`src/rtl/alu_issue_stage.sv`:
```
// alu_issue_stage: ID/EX pipeline register in front of the 32-bit ALU.
// Latches decoded operands, picks register or immediate for operand B and
// turns alu_op/funct3/funct7_5 into the ALU's 4-bit select code.
// Optional macro ALU_ISSUE_FWD_EN adds writeback forwarding into the operand
// latches and exposes the accepted-entry counter as issue_count.
//
// Handshake: a transfer happens on a rising edge where valid and ready are
// both high. The producer holds its payload stable while valid is high and
// ready is low. in_ready depends on out_ready combinationally, so a full
// stage can drain and refill on the same edge with no bubble.
module alu_issue_stage #(
  parameter int XLEN = 32,
  parameter int RDW  = 5
) (
  input  logic            clk,
  input  logic            rst,
  input  logic            flush,
  input  logic            in_valid,
  output logic            in_ready,
  input  logic [1:0]      alu_op,
  input  logic [2:0]      funct3,
  input  logic            funct7_5,
  input  logic            use_imm,
  input  logic [XLEN-1:0] rs1_data,
  input  logic [XLEN-1:0] rs2_data,
  input  logic [XLEN-1:0] imm,
  input  logic [RDW-1:0]  rd_in,
  input  logic            reg_write_in,
`ifdef ALU_ISSUE_FWD_EN
  input  logic            wb_valid,
  input  logic [RDW-1:0]  wb_rd,
  input  logic [XLEN-1:0] wb_data,
  input  logic [RDW-1:0]  rs1_idx,
  input  logic [RDW-1:0]  rs2_idx,
  output logic [31:0]     issue_count,
`endif
  output logic            out_valid,
  input  logic            out_ready,
  output logic [XLEN-1:0] a,
  output logic [XLEN-1:0] b,
  output logic [3:0]      asel,
  output logic [RDW-1:0]  rd_out,
  output logic            reg_write_out,
  output logic            op_illegal
);

  localparam logic [3:0] SEL_AND = 4'b0000;
  localparam logic [3:0] SEL_OR  = 4'b0001;
  localparam logic [3:0] SEL_ADD = 4'b0010;
  localparam logic [3:0] SEL_SUB = 4'b0110;
  localparam logic [3:0] SEL_SLT = 4'b0111;
  localparam logic [3:0] SEL_NOR = 4'b1100;
  localparam logic [3:0] SEL_EQ  = 4'b1111;

  logic            valid_q;
  logic            reg_write_q;
  logic            accept;
  logic [3:0]      dec_asel;
  logic            dec_illegal;
  logic [XLEN-1:0] op_a;
  logic [XLEN-1:0] op_b;

  assign in_ready      = !valid_q || out_ready;
  assign accept        = in_valid && in_ready;
  assign out_valid     = valid_q;
  assign reg_write_out = reg_write_q && valid_q;

  // Decode alu_op/funct fields into the ALU select and an illegal flag.
  always_comb begin
    dec_asel    = SEL_ADD;
    dec_illegal = 1'b0;
    case (alu_op)
      2'b00: dec_asel = SEL_ADD;
      2'b01: begin
        case (funct3[2:1])
          2'b00: dec_asel = SEL_EQ;
          2'b10: dec_asel = SEL_SLT;
          2'b11: dec_asel = SEL_SUB;
          2'b01: begin
            dec_asel    = SEL_SUB;
            dec_illegal = 1'b1;
          end
        endcase
      end
      2'b10: begin
        case (funct3)
          // Bit 30 only means SUB for register-register forms; ADDI ignores it.
          3'b000:  dec_asel = (funct7_5 && !use_imm) ? SEL_SUB : SEL_ADD;
          3'b010:  dec_asel = SEL_SLT;
          3'b110:  dec_asel = SEL_OR;
          3'b111:  dec_asel = SEL_AND;
          default: begin
            dec_asel    = SEL_ADD;
            dec_illegal = 1'b1;
          end
        endcase
      end
      2'b11: dec_asel = SEL_NOR;
    endcase
  end

`ifdef ALU_ISSUE_FWD_EN
  logic        fwd_a;
  logic        fwd_b;
  logic [31:0] count_q;

  assign issue_count = count_q;

  // Bypass a same-cycle writeback into the operand latches; x0 never forwards.
  always_comb begin
    fwd_a = wb_valid && (wb_rd != '0) && (wb_rd == rs1_idx);
    fwd_b = wb_valid && (wb_rd != '0) && (wb_rd == rs2_idx);
    op_a  = fwd_a ? wb_data : rs1_data;
    op_b  = use_imm ? imm : (fwd_b ? wb_data : rs2_data);
  end

  // Count accepted entries; a flushed accept does not count.
  always_ff @(posedge clk) begin
    if (rst) begin
      count_q <= '0;
    end else if (accept && !flush) begin
      count_q <= count_q + 32'd1;
    end
  end
`else
  // Operands come straight from the register file read ports.
  always_comb begin
    op_a = rs1_data;
    op_b = use_imm ? imm : rs2_data;
  end
`endif

  // Entry register: flush wins over accept/consume, data held while stalled.
  always_ff @(posedge clk) begin
    if (rst) begin
      valid_q     <= 1'b0;
      a           <= '0;
      b           <= '0;
      asel        <= SEL_ADD;
      rd_out      <= '0;
      reg_write_q <= 1'b0;
      op_illegal  <= 1'b0;
    end else if (flush) begin
      valid_q <= 1'b0;
    end else if (accept) begin
      valid_q     <= 1'b1;
      a           <= op_a;
      b           <= op_b;
      asel        <= dec_asel;
      rd_out      <= rd_in;
      reg_write_q <= reg_write_in;
      op_illegal  <= dec_illegal;
    end else if (valid_q && out_ready) begin
      valid_q <= 1'b0;
    end
  end

endmodule
```
`config.mk`:
```
export PLATFORM = sky130hd
export DESIGN_NAME = alu_issue_stage
export DESIGN_NICKNAME = d
export VERILOG_FILES = /design/src/rtl/alu_issue_stage.sv
export SDC_FILE = /design/constraint.sdc
export NUM_CORES = 1
export LEC_CHECK = 0
export CAP_MARGIN = 20
export CORE_UTILIZATION = 41
export CTS_BUF_LIST = sky130_fd_sc_hd__clkbuf_8
export DETAILED_ROUTE_END_ITERATION = 10
export HOLD_SLACK_MARGIN = 0.03
export PLACE_DENSITY = 0.9
export SYNTH_ARGS = -nofsm -noshare
export SYNTH_HDL_FRONTEND = slang
export SYNTH_SLANG_ARGS = --single-unit
```
`constraint.sdc`:
```
create_clock -name clk -period 2.9 [get_ports clk]
set_input_delay 0.435 -clock clk [delete_from_list [all_inputs] [get_ports clk]]
set_output_delay 0.435 -clock clk [all_outputs]
set_load 0.1 [all_outputs]
```
# After elaboration in Yosys (flattened, before gate mapping)
# Index checks and enable logic that the tools add are counted.
[word_totals]
out_inout_bits = 77
regBits = 76
word_cells = 42
input_bits = 114
[op_classes]
n_bitwise = 1
n_reduce_logical = 15
muxes = 10
eq_ne = 9
[op_table]
columns = ["operator", "n"]
rows = [
  ["2-to-1 mux 32 bit", 1],
  ["case mux 4 bit (4 select lines)", 1],
  ["case mux 3 bit (4 select lines)", 1],
  ["case mux 4 bit (3 select lines)", 1],
  ["== test 2 bit (second input constant)", 4],
  ["== test 3 bit (second input constant)", 2],
  ["== test 2 x 1 -> 1 bit (second input constant)", 2],
  ["logical AND 1 bit", 4],
  ["logical NOT 2 bit", 2],
  ["2-to-1 mux 1 bit", 4],
  ["OR reduction 2 bit", 2],
  ["OR reduction 4 bit", 1],
  ["== test 3 x 2 -> 1 bit (second input constant)", 1],
  ["logical NOT 3 bit", 1],
  ["2-to-1 mux 3 bit", 1],
  ["logical NOT 1 bit", 2],
  ["case mux 1 bit (2 select lines)", 1],
  ["AND reduction 2 bit", 1],
  ["nonzero test 2 bit", 1],
  ["logical OR 1 bit", 1],
  ["inverter 1 bit", 1],
]

# Depth between registers and ports, before layout
[depth]
depth_word = 5
depth_mapped = 6

# Worst setup path before layout
# OpenSTA, ideal clock, no wires.
[synth_timing]
path_type = "register to register"
from = "register valid_q (netlist: out_valid)"
to = "register a[2]"
setup_ns = 0.070
path_stages_with_launch = 7
synth_period_minus_slack_ns = 2.440
path_buffers = 1
arrival_ns = 2.369
required_ns = 2.830
slack_ns = 0.460
path_cell_list = "dfxtp_1 -> nor2b_4 -> inv_1 -> nand3b_1 -> buf_2 -> nand2_1 -> a21oi_1"
[synth_via]
elab_chain_len = 4
[synth_lines]
columns = ["element", "line", "source"]
rows = [
  ["start, declared", "55", "logic valid_q;"],
  ["start signal, assigned", "136", "valid_q <= 1'b0;"],
  ["start signal, assigned", "144", "valid_q <= 1'b0;"],
  ["start signal, assigned", "146", "valid_q <= 1'b1;"],
  ["logical NOT 1 bit", "63", "assign in_ready = !valid_q || out_ready;"],
  ["logical OR 1 bit", "63", ""],
  ["named net in_ready", "19", "output logic in_ready,"],
  ["logical AND 1 bit", "64", "assign accept = in_valid && in_ready;"],
  ["AND reduction 2 bit (no source line)", "-", ""],
  ["end signal, assigned", "147", "a <= op_a;"],
  ["end, declared", "39", "output logic [XLEN-1:0] a,"],
]
# The timed path passes the listed nets, and every way through them passes these cells.
# A chain may end at the register's enable or synchronous reset.

# Worst setup path in the final report
[layout_timing]
from = "input port out_ready"
to = "register a[19]"
[layout_via]
elab_chain_len = 3
[layout_lines]
columns = ["element", "line", "source"]
rows = [
  ["start, declared", "38", "input logic out_ready,"],
  ["logical OR 1 bit", "63", ""],
  ["logical AND 1 bit", "64", ""],
  ["AND reduction 2 bit (no source line)", "-", ""],
]
# Every way passes these cells.

==> run metrics <==
maximum fanout along the worst path 27; final wirelength 8740 um; Core Region ~7300 um^2; Die X-Extent 89.1 um; TritonCTS clock tree built; netlist area before placement 3110 um^2; worst hold path type flip-flop to flip-flop; endpoint of the worst register-to-register path a[19]$_SDFFE_PP0P_; Total Nets Final roughly 650; share of the cycle needed by the critical path after routing 0.689; average vias per placed instance 4.85; Max VDD drop 0.352 mV; arrival time at the worst endpoint 2.24 ns; area enclosed by the die boundary 7940 um^2; status complete, no violations; number of buffers between clock root and the deepest sink 2; setup slack of the worst register-to-register path a little over 1 ns; I/O pin count 191; hold-fix buffers at CTS 0; GRT Overall Usage 0.213; critical setup path kind primary input to flip-flop; leading post-synthesis cells by instance count sky130_fd_sc_hd__nand2_1, sky130_fd_sc_hd__dfxtp_1, sky130_fd_sc_hd__a21oi_1; initial antenna violation count 0; Syn Inst Count 355; unrepaired setup endpoints after global routing false; final instance count without filler cells 637; part of the Yosys area used for sequential elements 0.489; total power per unit cell area 573 nW/um^2; Final Hold Viols 0; Resize count post-CTS 0; number of buffers added by the clock tree synthesis step 9; Register-to-Register Path Depth 6; row count 31; Routed wire per std cell 13.7 um; Die Y-Extent around 90 um; setup clock skew after layout 0.00827 ns; Synth Warn # 0; final worst hold slack 0.457 ns; n_diodes 0; clock transition time at the flip-flop clock pins of the worst setup and hold paths roughly 0.080 ns; most used flip-flop cell after synthesis sky130_fd_sc_hd__dfxtp_1; Yosys top cell area share 0.489; total instance count after detailed placement 621; crit path from out_ready; post-route setup slack 0.902 ns; Crit Reg-Reg Startpoint out_valid$_SDFFE_PP0P_; final sum of negative setup slack 0 ns; clk sinks 76; area added between synthesis and finish 63.5%; number of flip-flops and latches in the synthesized netlist 76; kind of end point of the critical path flip-flop; buffers inserted by post-CTS timing repair 0; end of the critical path a[19]$_SDFFE_PP0P_; global placement routability congestion 0.711; DRC Markers 0; share of synthesized registers carrying an async set or reset 0; most numerous cell in the Yosys netlist sky130_fd_sc_hd__nand2_1; GRT Residual Overflow 0; first-pass GRT wire length around 13000 um; DRT Pass-1 Iters 4; starting density of the core 0.427; number of enable flip-flop cells after synthesis 0; critical path launch point type primary input; vias 3087; pin count of the biggest net entering global routing 77; number of global-route vias before repair 2958; number of DRC markers after the initial detailed-route iteration 97; post-layout minimum cycle time around 2 ns; maximum clock frequency 501 MHz; count of buffers from port buffering 190; antenna-violating nets left 0; Synthesized Nets 473; Mean Syn Cell Area 8.76 um^2; post-DP HPWL 6520 um; maxcap violations 0; Worst-Skew Late Latency between 0.3 and 0.4 ns; root buffer cell sky130_fd_sc_hd__clkbuf_8; number of H-tree branching levels 3; Slew headroom 0.619; Worst Tran Pin Value 0.569 ns; data required time at the worst endpoint 3.14 ns; final-report setup violation count 0; worst slack at placement 0.590 ns; cell accounting for the most synthesized area sky130_fd_sc_hd__dfxtp_1; leakage power summed over all cells around 2.1 nW; share of cells above drive strength 1 0.193; unique cell type count in the Yosys netlist 28; final-report max-slew violation count 0; Area contributors post-synth sky130_fd_sc_hd__dfxtp_1, sky130_fd_sc_hd__mux2i_1, sky130_fd_sc_hd__nand2_1, sky130_fd_sc_hd__a211oi_1, sky130_fd_sc_hd__a21oi_1
## worst min-delay path by stage
stage | from | end | slack (ns) | depth (start not counted)
floorplan | reg_write_q$_SDFFE_PP0P_ | reg_write_q$_SDFFE_PP0P_ | 0.43 | 2
global placement | reg_write_q$_SDFFE_PP0P_ | reg_write_q$_SDFFE_PP0P_ | 0.44 | 2
detailed placement | a[3]$_SDFFE_PP0P_ | a[3]$_SDFFE_PP0P_ | 0.45 | 2
CTS | a[3]$_SDFFE_PP0P_ | a[3]$_SDFFE_PP0P_ | 0.46 | 2
global route | asel[1]$_SDFFE_PP1P_ | asel[1]$_SDFFE_PP1P_ | 0.48 | 1
finish | a[3]$_SDFFE_PP0P_ | a[3]$_SDFFE_PP0P_ | 0.46 | 2
## metrics by stage
step                      total power [mW]   util  area (um^2)
after floorplan                       1.74      -         3110
after global placement                2.01  0.665         4850
after detailed placement              2.03  0.665         4850
after CTS                             2.94  0.697         5080
after global routing                  3.02  0.697         5080
final                                 2.92  0.697         5080
## placed cells by master, fill, tap and decap left out, types with 2 or more instances in the layout
cell type | synthesis | final
sky130_fd_sc_hd__ha_1 | 4 | 4
sky130_fd_sc_hd__clkinv_4 | 0 | 3
sky130_fd_sc_hd__nand2_1 | 79 | 79
sky130_fd_sc_hd__nand3b_1 | 2 | 2
sky130_fd_sc_hd__nand3_1 | 2 | 2
sky130_fd_sc_hd__mux2i_1 | 34 | 34
sky130_fd_sc_hd__buf_2 | 15 | 2
sky130_fd_sc_hd__buf_12 | 0 | 2
sky130_fd_sc_hd__clkdlybuf4s50_1 | 0 | 111
sky130_fd_sc_hd__buf_4 | 3 | 80
sky130_fd_sc_hd__clkbuf_8 | 0 | 10
sky130_fd_sc_hd__a21oi_1 | 43 | 43
sky130_fd_sc_hd__dfxtp_1 | 76 | 76
sky130_fd_sc_hd__a211oi_1 | 32 | 32
sky130_fd_sc_hd__nor2_1 | 37 | 37
sky130_fd_sc_hd__bufinv_16 | 0 | 2
sky130_fd_sc_hd__inv_1 | 4 | 4
## cell families (layout without fill, tap and decap cells)
family | count (synthesis) | after routing | share of synthesized area
muxes | 34 | 34 | 0.109
and+or+nand+nor | 129 | 129 | 0.172
AOI/OAI and AO/OA | 80 | 80 | 0.160
buffers and inverters | 32 | 215 | 0.0531
adders and majority gates | 4 | 4 | 0.0161
DFF | 76 | 76 | 0.489
## state kept, by name (all words and copies together) (netlist names)
| signal | flops |
|---|---|
| a | 32 |
| asel | 4 |
| b | 32 |
| op_illegal | 1 |
| out_valid | 1 |
| rd_out | 5 |
| reg_write_q | 1 |
## metal layers
| metal | track usage | vias up | routed length [um] |
|---|---|---|---|
| met5 | 0 | - | 0 |
| met4 | 0.0924 | 0 | 213 |
| met3 | 0.0462 | 16 | 482 |
| met2 | 0.404 | 99 | 4730 |
| met1 | 0.225 | 1406 | 3310 |
| li1 | - | 1566 | - |
## where the power goes
group / total, mW / internal [mW] / switching [mW]
registers: 1.13 / 1.10 / 0.0313
logic: 0.868 / 0.279 / 0.589
clock network: 0.915 / 0.516 / 0.399
## layout make-up
type	count	area (um^2)
clock buffers	10	138
clock inverters	6	95.1
fillers	598	2210
inverters	4	15.0
multi-input cells	247	1430
flip-flops and latches	76	1520
well taps	99	124
repair buffers	195	1760
## critical path: stages
cell	delay [ns]
sky130_fd_sc_hd__clkdlybuf4s50_1	0.44
sky130_fd_sc_hd__nor2b_4	0.17
sky130_fd_sc_hd__inv_1	0.07
sky130_fd_sc_hd__nand3b_1	0.44
sky130_fd_sc_hd__buf_4	0.38
sky130_fd_sc_hd__nand2_1	0.09
sky130_fd_sc_hd__a21oi_1	0.20
Power figures use the tool's default switching activity.
==> edit 1, RTL diff (same flow settings) <==
Change the parameter `XLEN` from 32 to 64.
--- a/src/rtl/alu_issue_stage.sv
+++ b/src/rtl/alu_issue_stage.sv
@@ -9,7 +9,7 @@
 // ready is low. in_ready depends on out_ready combinationally, so a full
 // stage can drain and refill on the same edge with no bubble.
 module alu_issue_stage #(
-  parameter int XLEN = 32,
+  parameter int XLEN = 64,
   parameter int RDW  = 5
 ) (
   input  logic            clk,
Interface: changed (5 resized); port bits go from 191 to 351. The function was not compared with the original's and may differ.
==> edit 1 against the unedited design <==
  * Highest routed layer unchanged
  * Sequential cell count increased by 64
  * Cell area increased by 82%
  * Synthesized cell count increased by 79%
  * Area after synthesis increased by 80%
  * Worst setup slack improved by 0.12 ns
  * Register-to-register slack improved by 0.09 ns
  * Via count increased by 84%
  * Clock skew decreased by 0.00074 ns
  * Die area increased by 77%
  * Sequential share of layout area increased by 0.35 points
  * Wire length increased by 110%
  * Critical path depth decreased by 1
  * Power increased by 80%
  * Sequential power increased by 85%
==> edit 1: results (changes against the unedited design) <==
Route
  • Final WL: 18.4 mm (+110%)
  • Initial DRC count: 316 (+230%)
  • Vias per cell: 4.92 (+1.6%)

Clock tree
  • Worst skew pair latency: 0.45 ns (+0.12 ns)
  • Post-CTS setup buffers: 0 (unchanged)
  • H-tree depth: 4 (+1)
  • CTS clk-pin slew, worst paths: 0.08 ns (about the same)
  • Clock root buffer: clkbuf_8
  • Number of buffers created by CTS: 17 (+8)

Worst setup path
  • RR Endpoint: b[36]
  • CP max stage delay: 0.51 ns (+0.07 ns)
  • Slowest library cell on the worst path: clkdlybuf4s50_1
  • R2R depth: 5 (-1)
  • Arr. time, crit path: 2.24 ns (about the same)
  • Crit-path leading delay family: buffers and inverters
  • Reg2Reg Setup Slack: 1.11 ns (+0.09 ns)
  • Critical-path maximum fanout: 83 (+210%)

Yosys
  • Post-synth cell types: 27 (-3.6%)
  • Seq/Total Area, Yosys: 50.2% (+1.3 points)
  • Syn_nets: 850 (+80%)
  • Yosys warning count: 0 (unchanged)
  • Synth area leaders: dfxtp_1 (50%), mux2i_1 (12%), nand2_1 (9.6%), a211oi_1 (8.6%), a21oi_1 (6.7%)
  • Most frequent cells after synthesis: nand2_1 (143), dfxtp_1 (140), a21oi_1 (75)
  • EDFF count, synth: 0 (unchanged)

Global route
  • Vias in the first global route: 5517 (+87%)
  • Overall Global Routing Usage: 26.5% (+5.3 points)
  • First-pass GRT wire length: 28.8 mm (+120%)
  • Largest net degree at the start of global routing: 84 (+9.1%)

Hold path
  • Sink of the worst hold path: asel[0]
  • Hold WC Path Type: input pin to register
  • Hold Crit Start: rst

Placement
  • Port bufs: 350 (+84%)
  • Gp weighted congestion: 0.840 (+18%)
  • HPWL Detailed: 13.8 mm (+110%)

Timing
  • Max Slew Vio Count: 0 (unchanged)
  • Slew headroom: 57.7% (-4.2 points)
  • Clock skew: 0.00753 ns (-0.000739 ns)

Final layout
  • Top Registers: a (64), b (64), rd_out (5)
  • Layout cells sized above 1: 19.6% (+0.28 points)
  • P&R area growth vs syn: 65.8%
  • # nets final: 1181 (+81%)

Power and ir drop
  • Flop pwr share: 39.9% (+1.0 points)
  • Logic gate share of total power: 31.3% (+1.5 points)
  • VDD IR max: 0.000367 V (+4.2%)
  • Leak: 3.88 nW (+83%)
  • Switching share of power: 36.5% (+1.5 points)
  • Int Pwr: 0.00333 W (+75%)

Run status
  • Run status: finished, final reports clean

Flow run
  • Max-cap violations: 0 (unchanged)
edit 1: cell types whose count changed in the layout (fill, tap and decap cells not counted), sizes merged:
cell,unedited run,this run
clkbuf,10,18
mux2i,34,66
nor2,37,69
clkdlybuf4s50,111,207
a21oi,43,75
buf,84,158
clkinvlp,0,1
dfxtp,76,140
a211oi,32,64
nand2,79,143
clkinv,3,9
edit 1: how the worst max path moves through the flow:
stage | start | end | slack [ns] | depth (start not counted)
after global placement | out_ready | asel[2] | 0.70 | 6
after floorplan | out_valid | a[26] | 0.37 | 7
after CTS | out_ready | b[36] | 1.04 | 6
final | out_ready | b[36] | 1.02 | 6
after detailed placement | out_ready | b[54] | 0.59 | 6
after global routing | out_ready | b[2] | 0.95 | 6
edit 1: routing by layer:
metal	GRT usage (%)	wire, um
met1	27.6	6890
met2	46.9	9320
met3	9.03	1510
met4	13.9	726
met5	0	0
edit 1: cell type report:
cell class,instances,area [um^2]
Clock inverter,13,128
Sequential cell,140,2800
Fill cell,1031,3990
Timing Repair Buffer,365,3330
Clock buffer,18,248
Multi-Input combinational cell,439,2510
Inverter,4,15.0
Tap cell,176,220
edit 1: cells by family after synthesis:
kind of cell	share of synthesized area [%]
buffers and inverters	4.84
muxes	11.8
adders and majority gates	0.896
AOI/OAI and AO/OA	16.1
DFF	50.2
and+or+nand+nor	16.2
edit 1: stage by stage:
step / setup WS, ns / hold WS [ns] / std cells / instance area [um^2] / util, %
floorplan: 0.371 / 0.432 / 636 / 5580 / -
global placement: 0.695 / 0.441 / 1124 / 8880 / 67.1
detailed placement: 0.588 / 0.447 / 1124 / 8880 / 67.1
CTS: 1.04 / 0.379 / 1155 / 9260 / 69.9
global route: 0.946 / 0.394 / 1155 / 9260 / 69.9
finish: 1.02 / 0.409 / 1155 / 9260 / 69.9
==> edit 2, RTL diff (config.mk and constraints unchanged) <==
Made on the original files. Build with the macro `ALU_ISSUE_FWD_EN` defined.
--- a/src/rtl/alu_issue_stage.sv
+++ b/src/rtl/alu_issue_stage.sv
@@ -8,6 +8,8 @@
 // both high. The producer holds its payload stable while valid is high and
 // ready is low. in_ready depends on out_ready combinationally, so a full
 // stage can drain and refill on the same edge with no bubble.
+`define ALU_ISSUE_FWD_EN
+
 module alu_issue_stage #(
   parameter int XLEN = 32,
   parameter int RDW  = 5
Interface: changed (6 added); port bits go from 191 to 271. The function was not compared with the original's and may differ.
==> edit 2 against the unedited design <==
  * Largest power group unchanged
  * Cell area grew 82%
  * Clock power grew 21%
  * Maximum frequency shrank 20%
  * Power is 39% higher
  * Via count up 140%
  * Sequential power increased by 41%
  * Area after synthesis grew 110%
  * Wire length grew to 2.8 times the old value
  * Synthesized cell count is 120% higher
  * Sequential cell count grew 32
  * Worst setup slack worse by 0.49 ns
==> edit 2: results (changes against the unedited design) <==
Run status
  • Run status: finished, final reports clean

Clock tree
  • H-tree depth: 3 (unchanged)
  • Post-CTS sizing: 0 (unchanged)
  • CTS clk-pin slew, worst paths: 0.10 ns (+0.02 ns)
  • Number of buffers created by CTS: 9 (unchanged)
  • Clock root buffer: clkbuf_8
  • Clock buffer depth: 2 (unchanged)
  • Worst skew pair latency: 0.39 ns (+0.06 ns)
  • Post-CTS setup buffers: 0 (unchanged)

Global route
  • Initial antenna violation count: 0 (unchanged)
  • First-pass GRT wire length: 37.8 mm (+190%)
  • Largest net degree at the start of global routing: 65 (-16%)
  • Vias in the first global route: 7134 (+140%)
  • Overall Global Routing Usage: 29.2% (+7.9 points)

Route
  • Total vias in the final route: 7475 (+140%)
  • Wire per inst: 20.0 um (+46%)
  • Vias per cell: 6.19 (+28%)
  • Initial DRC count: 602 (+520%)
  • Drt pass-1 iters: 5 (+1)

Worst setup path
  • CP Class: input pin to register
  • Arr. time, crit path: 2.77 ns (+0.53 ns)
  • Slowest library cell on the worst path: o21a_2
  • R2R depth: 4 (-2)
  • CP max stage delay: 0.81 ns (+0.37 ns)
  • Critical-path maximum fanout: 54 (+100%)
  • Reg2Reg Setup Slack: 0.83 ns (-0.19 ns)

Timing
  • WHS: 0.462 ns (+0.00477 ns)
  • Tmin final: 2.48 ns (+0.486 ns)
  • Measured slew at the worst slew-check pin: 1.05 ns (+0.478 ns)
  • Clock skew: 0.0128 ns (+0.00455 ns)

Yosys
  • Post-synth cell types: 44 (+57%)
  • Syn_nets: 949 (+100%)
  • Synth area leaders: dfxtp_1 (33%), o31ai_1 (8.5%), a21oi_1 (6.9%), a311oi_2 (6.5%), nor2b_1 (4.5%)
  • Most frequent cells after synthesis: dfxtp_1 (108), a21oi_1 (89), o31ai_1 (74)
  • Post-Syn Instances: 782 (+120%)
  • Seq/Total Area, Yosys: 33.3% (-16 points)
  • Yosys warning count: 0 (unchanged)
  • Async SR Flop Fraction: 0% (unchanged)

Final layout
  • N_diodes: 0 (unchanged)
  • Layout cells sized above 1: 20.3% (+0.93 points)

Placement
  • Port bufs: 270 (+42%)
  • Pre-CTS setup slack: 0.0748 ns (-0.515 ns)
  • Gp weighted congestion: 0.914 (+29%)
  • HPWL Detailed: 16.9 mm (+160%)

Hold path
  • Worst hold stages: 2 (unchanged)
  • Hold WC Path Type: register to register

Power and ir drop
  • VDD IR max: 0.000301 V (-15%)
  • Leak: 3.22 nW (+52%)
-- edit 2: changes by cell type in the layout (fill, tap and decap cells not counted), sizes merged, moves of 43 or more --
cell and delta:
nand2 -52, a21oi +47, clkdlybuf4s50 +48, nor2b +45, nand4 +43, buf +47, o31ai +74
-- edit 2: critical path: cells and delay by family --
| kind | cells | cell delay [ns] |
|---|---|---|
| AND/OR/NAND/NOR | 2 | 0.31 |
| AO/OA/AOI/OAI | 2 | 1.10 |
| buffers and inverters | 2 | 0.89 |
-- edit 2: cell families after synthesis --
group                      count (synthesis)  share of synthesized area, %
AOI/OAI and AO/OA                        275                          32.3
xor gates and xnor gates                  15                          2.02
adders and majority gates                  5                         0.962
buffers and inverters                    101                          7.31
DFF                                      108                          33.3
muxes                                     12                          2.08
and+or+nand+nor                          266                          22.1
-- edit 2: per-layer routing --
layer	global-route usage [%]	vias to the layer above	part of all wire (%)
met5	0	-	0
met2	47.7	458	47
li1	-	3425	-
met1	36.4	3523	40
met3	6.72	69	9.7
met4	13.4	0	3.5
-- edit 2: path summary, 6_finish.rpt --
| kind | startpoint | end |
|---|---|---|
| worst max register to register | issue_count[6] | issue_count[24] |
| worst min register to register | rd_out[3] | rd_out[3] |
| worst min-delay path | rd_out[3] | rd_out[3] |
| worst max-delay path | wb_rd[3] | b[23] |
-- edit 2: through the flow --
step | instance area [um^2] | power (W) | util, %
after detailed placement | 9000 | 0.00295 | 58.8
final | 9240 | 0.00405 | 60.3
after global placement | 9000 | 0.00294 | 58.8
after CTS | 9240 | 0.00406 | 60.3
after global routing | 9240 | 0.00419 | 60.3
after floorplan | 6500 | 0.00248 | -
-- edit 2: cell type report --
type,instances,area (um^2)
fillers,1366,6070
repair buffers,290,2640
clock buffers,9,124
multi-input cells,573,3900
inverters,10,37.5
clock inverters,7,115
flip-flops and latches,108,2160
well taps,211,264
-- edit 2: report_power, final --
| group | leakage [nW] | internal (W) | switching [W] | total (W) |
|---|---|---|---|---|
| combinational | 2.22 | 0.000434 | 0.000910 | 0.00134 |
| clock | 0.121 | 0.000573 | 0.000541 | 0.00111 |
| sequential | 0.881 | 0.00154 | 0.0000437 | 0.00159 |
